## src/rtl/uart_tx_arbiter.sv

```systemverilog
`default_nettype none
// ============================================================================
// Module      : uart_tx_arbiter
// Description : Round-robin two-port byte arbiter that feeds a shared FIFO and
//               drains it into one UART TX. Optional send timeout is enabled by
//               defining UART_TX_ARB_TIMEOUT_EN.
// Revision    : 1.0 - initial release
// ============================================================================
module uart_tx_arbiter #(
    parameter int DEPTH          = 16,
    parameter int TIMEOUT_CYCLES = 1 << 20
) (
    input  logic                       i_clock,
    input  logic                       i_reset,
    input  logic                       i_p0_request,
    input  logic [31:0]                i_p0_wdata,
    output logic                       o_p0_ready,
    input  logic                       i_p1_request,
    input  logic [31:0]                i_p1_wdata,
    output logic                       o_p1_ready,
    output logic                       o_uart_request,
    output logic [31:0]                o_uart_wdata,
    input  logic                       i_uart_ready,
    output logic                       o_busy,
    output logic [$clog2(DEPTH):0]     o_level,
    output logic                       o_error
);

    localparam int            AW         = $clog2(DEPTH);
    localparam int            LW         = AW + 1;
    localparam logic [LW-1:0] FULL_LEVEL = LW'(DEPTH);

    typedef enum logic [1:0] {
        ST_IDLE    = 2'd0,
        ST_SEND    = 2'd1,
        ST_RELEASE = 2'd2
    } state_t;

    state_t        state_q, state_d;
    logic [7:0]    mem_q [DEPTH];
    logic [AW-1:0] wr_ptr_q, wr_ptr_d;
    logic [AW-1:0] rd_ptr_q, rd_ptr_d;
    logic [LW-1:0] level_q, level_d;
    logic          rr_q, rr_d;
    logic [1:0]    armed_q, armed_d;
    logic [1:0]    ready_q, ready_d;
    logic [1:0]    sync_q;
    logic          uart_req_q, uart_req_d;
    logic [7:0]    uart_byte_q, uart_byte_d;
    logic          error_q, error_d;

    logic          rdy_s;
    logic          fifo_full;
    logic          fifo_empty;
    logic [1:0]    req;
    logic [1:0]    elig;
    logic [1:0]    grant;
    logic          push;
    logic          pop;
    logic [7:0]    push_byte;

`ifdef UART_TX_ARB_TIMEOUT_EN
    localparam logic [31:0] TIMEOUT_LAST = 32'(TIMEOUT_CYCLES - 1);
    logic [31:0]   cnt_q, cnt_d;
    logic          unused_bits;
    assign unused_bits = ^{i_p0_wdata[31:8], i_p1_wdata[31:8]};
`else
    logic          unused_bits;
    assign unused_bits = ^{i_p0_wdata[31:8], i_p1_wdata[31:8], TIMEOUT_CYCLES[0]};
`endif

    assign rdy_s      = sync_q[1];
    assign fifo_full  = (level_q == FULL_LEVEL);
    assign fifo_empty = (level_q == '0);
    assign req        = {i_p1_request, i_p0_request};

    // Full blocks grants even when the sequencer pops in the same cycle.
    assign elig     = req & armed_q & {2{~fifo_full}};
    assign grant[0] = elig[0] & (~elig[1] | ~rr_q);
    assign grant[1] = elig[1] & (~elig[0] |  rr_q);
    assign push     = |grant;
    assign push_byte = grant[1] ? i_p1_wdata[7:0] : i_p0_wdata[7:0];

    always_comb begin
        rr_d    = rr_q;
        armed_d = armed_q;
        ready_d = ready_q;
        if (grant[0]) rr_d = 1'b1;
        if (grant[1]) rr_d = 1'b0;
        for (int p = 0; p < 2; p++) begin
            if (!req[p]) begin
                armed_d[p] = 1'b1;
                ready_d[p] = 1'b0;
            end else if (grant[p]) begin
                armed_d[p] = 1'b0;
                ready_d[p] = 1'b1;
            end
        end
    end

    always_comb begin
        state_d     = state_q;
        pop         = 1'b0;
        uart_req_d  = uart_req_q;
        uart_byte_d = uart_byte_q;
        error_d     = error_q;
`ifdef UART_TX_ARB_TIMEOUT_EN
        cnt_d       = '0;
`endif
        case (state_q)
            ST_IDLE: begin
                if (!fifo_empty) begin
                    pop         = 1'b1;
                    uart_byte_d = mem_q[rd_ptr_q];
                    uart_req_d  = 1'b1;
                    state_d     = ST_SEND;
                end
            end
            ST_SEND: begin
`ifdef UART_TX_ARB_TIMEOUT_EN
                cnt_d = cnt_q + 32'd1;
`endif
                if (rdy_s) begin
                    uart_req_d = 1'b0;
                    state_d    = ST_RELEASE;
                end
`ifdef UART_TX_ARB_TIMEOUT_EN
                // The byte was already popped, so abandoning it here discards it.
                else if (cnt_q == TIMEOUT_LAST) begin
                    uart_req_d = 1'b0;
                    error_d    = 1'b1;
                    state_d    = ST_RELEASE;
                end
`endif
            end
            ST_RELEASE: begin
                if (!rdy_s) state_d = ST_IDLE;
            end
            default: begin
                uart_req_d = 1'b0;
                state_d    = ST_IDLE;
            end
        endcase
    end

    always_comb begin
        wr_ptr_d = push ? wr_ptr_q + AW'(1) : wr_ptr_q;
        rd_ptr_d = pop  ? rd_ptr_q + AW'(1) : rd_ptr_q;
        case ({push, pop})
            2'b10:   level_d = level_q + LW'(1);
            2'b01:   level_d = level_q - LW'(1);
            default: level_d = level_q;
        endcase
    end

    always_ff @(posedge i_clock) begin
        if (push) mem_q[wr_ptr_q] <= push_byte;
    end

    always_ff @(posedge i_clock or posedge i_reset) begin
        if (i_reset) begin
            state_q     <= ST_IDLE;
            wr_ptr_q    <= '0;
            rd_ptr_q    <= '0;
            level_q     <= '0;
            rr_q        <= 1'b0;
            armed_q     <= 2'b11;
            ready_q     <= 2'b00;
            sync_q      <= 2'b00;
            uart_req_q  <= 1'b0;
            uart_byte_q <= 8'h00;
            error_q     <= 1'b0;
        end else begin
            state_q     <= state_d;
            wr_ptr_q    <= wr_ptr_d;
            rd_ptr_q    <= rd_ptr_d;
            level_q     <= level_d;
            rr_q        <= rr_d;
            armed_q     <= armed_d;
            ready_q     <= ready_d;
            sync_q      <= {sync_q[0], i_uart_ready};
            uart_req_q  <= uart_req_d;
            uart_byte_q <= uart_byte_d;
            error_q     <= error_d;
        end
    end

`ifdef UART_TX_ARB_TIMEOUT_EN
    always_ff @(posedge i_clock or posedge i_reset) begin
        if (i_reset) cnt_q <= '0;
        else         cnt_q <= cnt_d;
    end
    assign o_error = error_q;
`else
    assign o_error = 1'b0;
`endif

    assign o_p0_ready     = ready_q[0];
    assign o_p1_ready     = ready_q[1];
    assign o_uart_request = uart_req_q;
    assign o_uart_wdata   = {24'b0, uart_byte_q};
    assign o_busy         = ~fifo_empty | (state_q != ST_IDLE);
    assign o_level        = level_q;

endmodule
`default_nettype wire

```

## config.mk

```make
export PLATFORM = sky130hd
export DESIGN_NAME = uart_tx_arbiter
export DESIGN_NICKNAME = d
export VERILOG_FILES = /design/src/rtl/uart_tx_arbiter.sv
export SDC_FILE = /design/constraint.sdc
export NUM_CORES = 1
export LEC_CHECK = 0
export CAP_MARGIN = 20
export CORE_MARGIN = 1
export CORE_UTILIZATION = 50
export DETAILED_ROUTE_END_ITERATION = 7
export DONT_BUFFER_PORTS = 1
export HOLD_SLACK_MARGIN = 0.1
export SLEW_MARGIN = 20
export SYNTH_ARGS = -nofsm -noshare
export SYNTH_HDL_FRONTEND = slang
export SYNTH_SLANG_ARGS = --single-unit
```

## constraint.sdc

```tcl
create_clock -name i_clock -period 3.5 [get_ports i_clock]
set_input_delay 0 -clock i_clock [delete_from_list [all_inputs] [get_ports i_clock]]
set_output_delay 0 -clock i_clock [all_outputs]
set_load 0.02 [all_outputs]
```

Word level (Yosys, flattened, before mapping):

Memories as Yosys holds them, arrays and structs flattened. A register that Yosys moved wholly into a read port is not among the register bits.
Cells that the tools add are included.

* add/sub/neg operators: 4
* eq/ne operators: 10
* multiplexer cells: 22
* bitwise logic cells: 13
* reduce and logical (&&, ||, !) cells: 9

Operators by type and width (number)
* two-way mux 1 bit: 15
* one-hot mux 5 bit (2 select lines): 1
* adder 4 x 1 -> 4 bit, second input constant: 2
* two-way mux 8 bit: 1
* two-way mux 2 bit: 3
* != test 2 bit, second input constant: 3
* NOT 1 bit: 6
* one-hot mux 2 bit (3 select lines): 1
* AND reduction 3 bit: 2
* nonzero test 2 bit: 3
* adder 5 x 1 -> 5 bit, second input constant: 1
* equality test 5 bit, second input constant: 1
* logical NOT 5 bit: 1
* subtractor 5 x 1 -> 5 bit, second input constant: 1
* AND 2 bit: 2
* equality test 2 x 1 -> 1 bit, second input constant: 2
* equality test 2 bit, second input constant: 2
* != test 2 x 1 -> 1 bit, second input constant: 2
* OR 1 bit: 3
* one-hot mux 1 bit (3 select lines): 1
* AND 1 bit: 2
* logical NOT 2 bit: 1
* AND reduction 2 bit: 1
* OR reduction 2 bit: 1

* register bits: 23
* bits in writable memories: 128
* bits of input ports: 69
* output and inout port bits: 42
* word-level logic and storage cells: 70
* memories: 1

Memory list
* mem_q: words 16, width 8, read ports 1, clocked after memory_dff 1, wr ports 1, RTL line 40 `logic [7:0] mem_q [DEPTH];`

Longest topological paths before layout:

Gate-level depths: netlist (run 1).

* word-level depth: 9
* mapped depth: 12
* mapped depth without buffers: 10

Worst setup path before layout (run 1):

No wires, ideal clock.

* kind: register to register
* start: register level_q[1] (netlist: o_level[1])
* end: register level_q[4] (netlist: o_level[4])
* library setup time: 0.135 ns
* arrival: 2.710 ns
* data required time: 3.365 ns
* slack: 0.655 ns
* cell stages (with the launch flop): 13
* path buffers: 2
* period minus slack after synthesis: 2.845 ns
* path through: dfrtp_1 buf_6 or4_4 o21ai_2 inv_2 ha_1 clkbuf_1 xor2_1 ha_1 o211a_1 o31ai_1 a31oi_1 xor2_1

* elaborated cells between the ends (all ways): 19
* classes of those cells: add/sub: 2; eq/ne: 3; mux: 3; bitwise: 8; reduce/logical: 3

RTL lines
* start, declared: RTL line 43 `logic [LW-1:0] level_q, level_d;`
* start signal, assigned: RTL line 177 `level_q <= level_d;`
* logical NOT 5 bit (*): RTL line 74 `assign fifo_empty = (level_q == '0);`
* two-way mux 1 bit (*): RTL line 112 `if (!fifo_empty) begin`
* two-way mux 1 bit (*): RTL line 110 `case (state_q)`
* via pop: RTL line 59 `logic pop;`
* equality test 2 x 1 -> 1 bit / equality test 2 bit (equally long branches): RTL line 149 `case ({push, pop})`
* one-hot mux 5 bit (2 select lines) / nonzero test 2 bit (equally long branches)

Mark *: on every way through the listed nets, which the timed path passes. The rest lies on a longest branch.
A chain may end at the register's enable or synchronous reset.

Worst setup path in the final report (run 1):

* start: register level_q[1] (netlist: o_level[1])
* end: register level_q[4] (netlist: o_level[4])

* word-level cells in the longest chain between the ends: 9
* elaborated cells between the ends (all ways): 19
* classes of those cells: add/sub: 2; eq/ne: 3; mux: 3; bitwise: 8; reduce/logical: 3

Ends and longest elaborated chain
* equality test 5 bit: RTL line 73 `assign fifo_full = (level_q == FULL_LEVEL);`
* NOT 1 bit: RTL line 78 `assign elig = req & armed_q & {2{~fifo_full}};`
* AND 2 bit: RTL line 78
* NOT 1 bit (on tied branches): RTL line 79, 80
* OR 1 bit (on tied branches): RTL line 79, 80
* AND 1 bit (on tied branches): RTL line 79, 80
* OR reduction 2 bit: RTL line 81 `assign push = |grant;`
* equality test 2 x 1 -> 1 bit / equality test 2 bit (equally long branches): RTL line 149
* one-hot mux 5 bit (2 select lines) / nonzero test 2 bit (equally long branches)

Several ways; a longest one is shown, not always the timed one.

==> impl_metrics.yaml, run 1 <==
worst_setup_path:
  worstSetupPathType: "reg -> reg"
  slowest_stage: "dfrtp_1"
  slowest_delay_ns: 0.68
  cp_data_required_time_ns: 3.79
  crit_path_end_kind: "register"
  cp-start-kind: "register"
  cp_max_fo: 10
  critPathBufInv: 1
  critPathArrivalTime_ns: 3.39
  cp_cell_sequence: "nor4_4, a22oi_2, inv_1, ha_1, xor2_1, ha_1, o211a_1, o31ai_1, a31oi_1, xor2_1"
  critPathTopFamily: "compound AO/OA/AOI/OAI gates"
sta:
  finalSetupTns_ns: 0
  relSlewSlack_pct: 45.3
  fin_crit_ns: 3.10
  skew_ns: 0.00936
  setup_violations: 0
  period_share_pct: 88.5
  hold_viol_final: 0
  whs_ns: 0.106
  fmax_ghz: 0.323
  rsz0062_at_grt: "false"
  worst_pin_slew_ns: 0.818
  slew_viol_final: 0
cells_and_area:
  final_cell_mix: "edfxtp_1 (128), mux4_2 (32), dfrtp_1 (29)"
  drive_gt1_share_pct: 22.1
  final_common_cell: "edfxtp_1"
  diodes: 0
  nets: 490
  fill_cells: 1005
  syn2layout_area_growth_pct: 12.2
detailed_routing:
  wl_met3_microns: 663
  ant_nets: 0
  dr.first_iter.drc_count: 324
  dr.pass1.iters: 4
  dr_wl_met2_microns: 6220
  vias: 3285
  viasPerCell: 5.50
  wl_per_cell_microns: 21.2
  wirelength_microns: 12700
  drt-met1-wl_microns: 5530
  post-route-drc-count: 0
  top_layer: "met4"
power:
  p_total_uw: 6530
  power.leakage_uw: 0.00270
  p_per_area_mw_per_mm2: 868
  worst_ir_drop_vdd_mv: 0.377
grt:
  grt_usage_pct: 20.2
  grt_overflow_total: 0
  grt_pass1_wl_microns: 19900
  grt_max_degree: 35
  first_global_vias: 3370
  antenna_found_initial: 0
floorplanning:
  io_pins: 111
  start_util_pct: 52.3
  dieArea_sq_mm: 0.0139
  core-area_sq_mm: 0.0128
  fp.dieW_microns: 118
  core.rowCount: 41
  die_h_microns: 118
yosys:
  syn-instance-count: 387
  synthesis.area_sq_mm: 0.00670
  synth-compound-area-share_pct: 3.53
  ys_seq_area_share_pct: 69.0
  synth_edf_count: 128
  synth.avg_cell_area_sq_um: 17.3
  synth_seq_cells: 159
  synth_ff_type: "edfxtp_1"
  yosysUniqueCellTypes: 46
  postSynth.asyncResetShare_pct: 19.5
  synthMuxAreaShare_pct: 14.7
  synth_top_family_by_area: "multiplexers"
  synth_area_leaders: "edfxtp_1 (57%), dfrtp_1 (11%), mux4_2 (11%)"
  synth_fa_ha_area_share_pct: 1.68
  synth_xor_xnor_area_share_pct: 1.57
  yosysTopAreaCell: "edfxtp_1"
  synth_top_area_share_pct: 57.3
  synth_warnings: 0
  synthSimpleGateAreaFrac_pct: 4.52
placed_design:
  routabilityCongestion: 0.753
  io_buffer_count: 0
  dp_hpwl_microns: 7890
min_path:
  min_path_type: "in -> reg"
cts:
  cts.sinks: 159
  post_cts_resized: 0
  cts_tree: "yes"
  clk_pin_slew_ns: 0.06
  cts_buffers: 17
  clkLatencyLatePin_ns: 0.42
  cts.path.max_buffers: 2
  cts_root_buf: "clkbuf_16"
  cts-htree-levels: 4
job:
  maxCapViolCount: 0
status:
  outcome: "complete, no violations"
==> area by class of cell <==
type / count / area (sq um) / area share [%]
clock inverter: 7 / 109 / 1.45
tap: 172 / 215 / 2.86
sequential: 159 / 4620 / 61.5
clock buffer: 25 / 475 / 6.32
timing repair buffer: 27 / 223 / 2.96
multi-input combinational: 197 / 1840 / 24.4
inverter: 10 / 37.5 / 0.499
==> cells in the mapped netlist, drive strengths merged (4+ instances only) <==
cell type / instances
mux2i: 16
buf: 40
a21oi: 5
mux2: 9
mux4: 32
o21ai: 7
nand2: 24
clkbuf: 5
xor2: 4
xnor2: 8
nand2b: 4
edfxtp: 128
inv: 10
nor2: 19
o221ai: 8
nor3: 5
dfrtp: 29
ha: 9
==> sequential cells by signal, summed over array words and instances (netlist names) <==
register / flops
armed_q: 2
mem_q: 128
o_level: 5
o_uart_request: 1
rd_ptr_q: 4
ready_q: 2
rr_q: 1
state_q: 2
sync_q: 2
uart_byte_q: 8
wr_ptr_q: 4
==> routing by layer <==
layer / GRT usage, % / up-vias
met3: 4.84 / 15
met5: 0 / -
li1: - / 1484
met2: 31.7 / 108
met4: 9.38 / 0
met1: 26.6 / 1678
==> where the power goes <==
part / switching [uW] / internal [uW] / total [uW]
sequential: 340 / 2450 / 2790
clock: 681 / 1150 / 1840
combinational: 1070 / 841 / 1910
total: 2090 / 4440 / 6530
==> final timing paths <==
kind	endpoint	depth (start not counted)	start	slack, ns
max in group asynchronous	rd_ptr_q[0]$_DFFE_PP0P_	3	i_reset	2.89
min in group asynchronous	rd_ptr_q[3]$_DFFE_PP0P_	3	i_reset	0.14
worst min register to register	sync_q[1]$_DFF_PP0_	0	sync_q[0]$_DFF_PP0_	0.36
worst min-delay path	mem_q[13][4]$_DFFE_PP_	1	i_p0_wdata[4]	0.11
worst max-delay path	o_level[4]$_DFFE_PP0P_	10	o_level[1]$_DFFE_PP0P_	0.40
worst max register to register	o_level[4]$_DFFE_PP0P_	10	o_level[1]$_DFFE_PP0P_	0.40
==> stage by stage <==
step | instances | cell area (sq um) | setup WS, ns | util, %
final | 597 | 7520 | 0.402 | 58.6
after global routing | 597 | 7520 | 0.155 | 58.6
after CTS | 597 | 7520 | 0.376 | 58.6
after detailed placement | 557 | 6860 | 0.399 | 53.5
after global placement | 557 | 6860 | 0.529 | 53.5
after floorplan | 411 | 6790 | 0.655 | -
==> logic make-up after synthesis <==
group                      Yosys count
AOI/OAI and AO/OA                   32
and+or+nand+nor                     62
xor gates and xnor gates            12
buffers and inverters               55
muxes                               57
adders and majority gates            9
DFF                                159
other                                1
==> repair_timing <==
action                                  4_1_cts  5_1_grt
endpoints found under the hold margin        56        0
endpoints found under the setup margin        0        0
setup buffers                                 0        0
hold buffers                                  8        0
Power figures use the tool's default switching activity.
==> inputs of run 2 (changes only) <==
Settings changed: ABC_AREA set to 1.
==> run 2 against run 1 <==
  * Sequential power is essentially flat
  * Count of clock-buffer cells in the layout shrank 4
  * Register-to-register slack gained 0.24 ns
  * Synthesized area grew 12%
  * Cell area up 11%
  * Combinational power up 28%
  * Wire length is 26% higher
  * Cell count increased by 67%
==> impl_metrics.yaml, run 2 <==
yosys:
  ys_seq_area_share_pct: 61.4
  synth_ff_type: "edfxtp_1"
  synth_common_cells: "nand2_1 (259), edfxtp_1 (128), inv_1 (120)"
  yosysMostFrequentCell: "nand2_1"
  synth_area_leaders: "edfxtp_1 (51%), nand2_1 (13%), dfrtp_1 (9.6%)"
  synth_edf_count: 128
  yosysTopAreaCell: "edfxtp_1"
  yosysUniqueCellTypes: 31
  synth_seq_cells: 159
  syn-instance-count: 779
  synth.avg_cell_area_sq_um: 9.66
  postSynth.asyncResetShare_pct: 19.5
  synth_top_area_share_pct: 51.1
  synth_warnings: 0
  synthesis.area_sq_mm: 0.00752
power:
  internal_power_uw: 4210
  p_seq_share_pct: 39.6
  power.leakage_uw: 0.00375
  comb_power_share_pct: 35.1
  worst_ir_drop_vdd_mv: 0.509
  pwr-share-clk_pct: 25.3
  p_switching_uw: 2750
  sw_frac_of_total_pct: 39.5
  p_per_area_mw_per_mm2: 836
  p_total_uw: 6950
cts:
  cts-htree-levels: 4
  cts_root_buf: "clkbuf_16"
  cts.sinks: 159
  cts.path.max_buffers: 2
  cts_tree: "yes"
  clkLatencyLatePin_ns: 0.43
  cts_buffers: 17
  clk_pin_slew_ns: 0.06
detailed_routing:
  vias: 5017
  dr.first_iter.drc_count: 445
  wl_per_cell_microns: 16.0
  wirelength_microns: 15900
  viasPerCell: 5.04
  dr.pass1.iters: 5
  ant_nets: 0
  post-route-drc-count: 0
sta:
  worst_pin_slew_ns: 1.05
  period_share_pct: 81.6
  finalSetupTns_ns: 0
  setup_violations: 0
  fin_crit_ns: 2.86
  whs_ns: 0.0957
  hold_viol_final: 0
  skew_ns: 0.0100
  slew_viol_final: 0
  fmax_ghz: 0.350
  rsz0062_at_grt: "false"
  relSlewSlack_pct: 29.7
cells_and_area:
  final_cell_mix: "nand2_1 (259), edfxtp_1 (128), inv_1 (120)"
  nets: 876
  final_common_cell: "nand2_1"
  largest_register_ff_count: 128
  diodes: 0
  regMostFlops: "mem_q"
  final_cell_count_no_fill: 995
  drive_gt1_share_pct: 8.88
  syn2layout_area_growth_pct: 10.5
  fill_cells: 1233
  finalInstanceArea_sq_mm: 0.00831
floorplanning:
  core.rowCount: 44
  core-area_sq_mm: 0.0146
  fp.dieW_microns: 125
  start_util_pct: 51.6
  dieArea_sq_mm: 0.0155
  io_pins: 111
  die_h_microns: 125
worst_setup_path:
  critPathTopFamily: "simple AND/OR/NAND/NOR gates"
  cp_cell_sequence: "nor2_4, nand3_1, nor2_1, inv_1, nand2_2, inv_2, ha_1, xor2_1, ha_1, inv_1, nand2_1, nand3_1, nand2_1, xor2_1, nand2_1, nand2_1"
  critPathBufInv: 3
  worstSetupPathType: "reg -> reg"
  cp_max_fo: 16
  crit_path_end_kind: "register"
  slowest_stage: "dfrtp_1"
  cp_data_required_time_ns: 3.87
  critPathMostFrequentCell: "nand2_1"
  cp-start-kind: "register"
  slowest_delay_ns: 0.52
  critPathArrivalTime_ns: 3.22
status:
  outcome: "complete, no violations"
grt:
  first_global_vias: 4733
  grt_usage_pct: 21.9
  antenna_found_initial: 0
  grt_pass1_wl_microns: 25300
  grt_max_degree: 67
  grt_overflow_total: 0
placed_design:
  dpl.cell_count: 944
  routabilityCongestion: 0.832
  io_buffer_count: 0
  dp_hpwl_microns: 9680
  dpl_cell_area_sq_mm: 0.00756
job:
  maxCapViolCount: 0
min_path:
  min_path_type: "in -> async"
[run 2: cell count changes after synthesis, moves of 8 or more]
cell	delta
mux2i_1	-16
nand2_1	+236
buf_2	+12
nand3_1	+110
o21ai_0	+8
mux4_2	-32
inv_1	+111
[run 2: per-stage QoR]
stage,utilization (%),worst slack [ns]
floorplan,-,1.07
global placement,51.8,0.750
detailed placement,51.8,0.677
CTS,57.0,0.649
global route,57.0,0.363
finish,57.0,0.644
[run 2: final timing paths]
check                                            start                       to  slack, ns  cells after the start
worst min-delay path                           i_reset   state_q[0]$_DFFE_PP0P_        0.1                      3
worst min register to register     sync_q[0]$_DFF_PP0_      sync_q[1]$_DFF_PP0_       0.35                      0
worst max-delay path            o_level[0]$_DFFE_PP0P_   o_level[4]$_DFFE_PP0P_       0.64                     16
min in group i_clock                      i_uart_ready      sync_q[0]$_DFF_PP0_       0.13                      1
worst max register to register  o_level[0]$_DFFE_PP0P_   o_level[4]$_DFFE_PP0P_       0.64                     16
max in group asynchronous                      i_reset  rd_ptr_q[0]$_DFFE_PP0P_       2.40                      3
[run 2: kinds of logic (layout without fill, tap and decap cells)]
logic type                 count (synthesis)  after routing  synth area share [%]
DFF                                      159            159                  61.4
adders and majority gates                  9              9                  1.50
AOI/OAI and AO/OA                         19             19                  1.61
buffers and inverters                    185            193                  11.6
other                                      1             25                0.0498
xor gates and xnor gates                   8              8                 0.931
and+or+nand+nor                          398            398                  22.9
[run 2: timing repair]
item,in CTS,in global routing
hold buffers,19,0
gates resized for setup,0,0
buffers inserted,0,0
endpoints found under the hold margin,151,0
[run 2: worst register-to-register path, delay by kind of cell (launching register included)]
kind          cells  cell delay, ns
simple gates      9            1.08
flops             1            0.52
fa+ha+maj         2            0.48
xor+xnor          2            0.38
buf+inv           3            0.31
[run 2: final cells by class]
cell class	count	area [sq um]	area share (%)
clock buffers	21	470	5.66
clock inverters	11	90.1	1.08
inverters	129	489	5.88
multi-input cells	459	2120	25.5
flip-flops and latches	159	4620	55.6
well taps	184	230	2.77
repair buffers	32	288	3.46
[run 2: power groups by stage]
stage          Clock (uW)  Combinational [uW]  Sequential [uW]
3_5_place_dp            0                2400             2790
2_1_floorplan           0                1890             2730
5_1_grt              1850                2760             2790
6_report             1760                2440             2760
3_3_place_gp            0                2340             2780
4_1_cts              1770                2450             2760
[run 2: per-layer routing]
layer  track usage (%)  up-vias  share of wire [%]
li1                  -     2459                  -
met1              31.3     2380                 47
met2              32.4      161                 47
met3              5.33       17                5.2
met4              8.36        0                1.2
met5                 0        -                  0
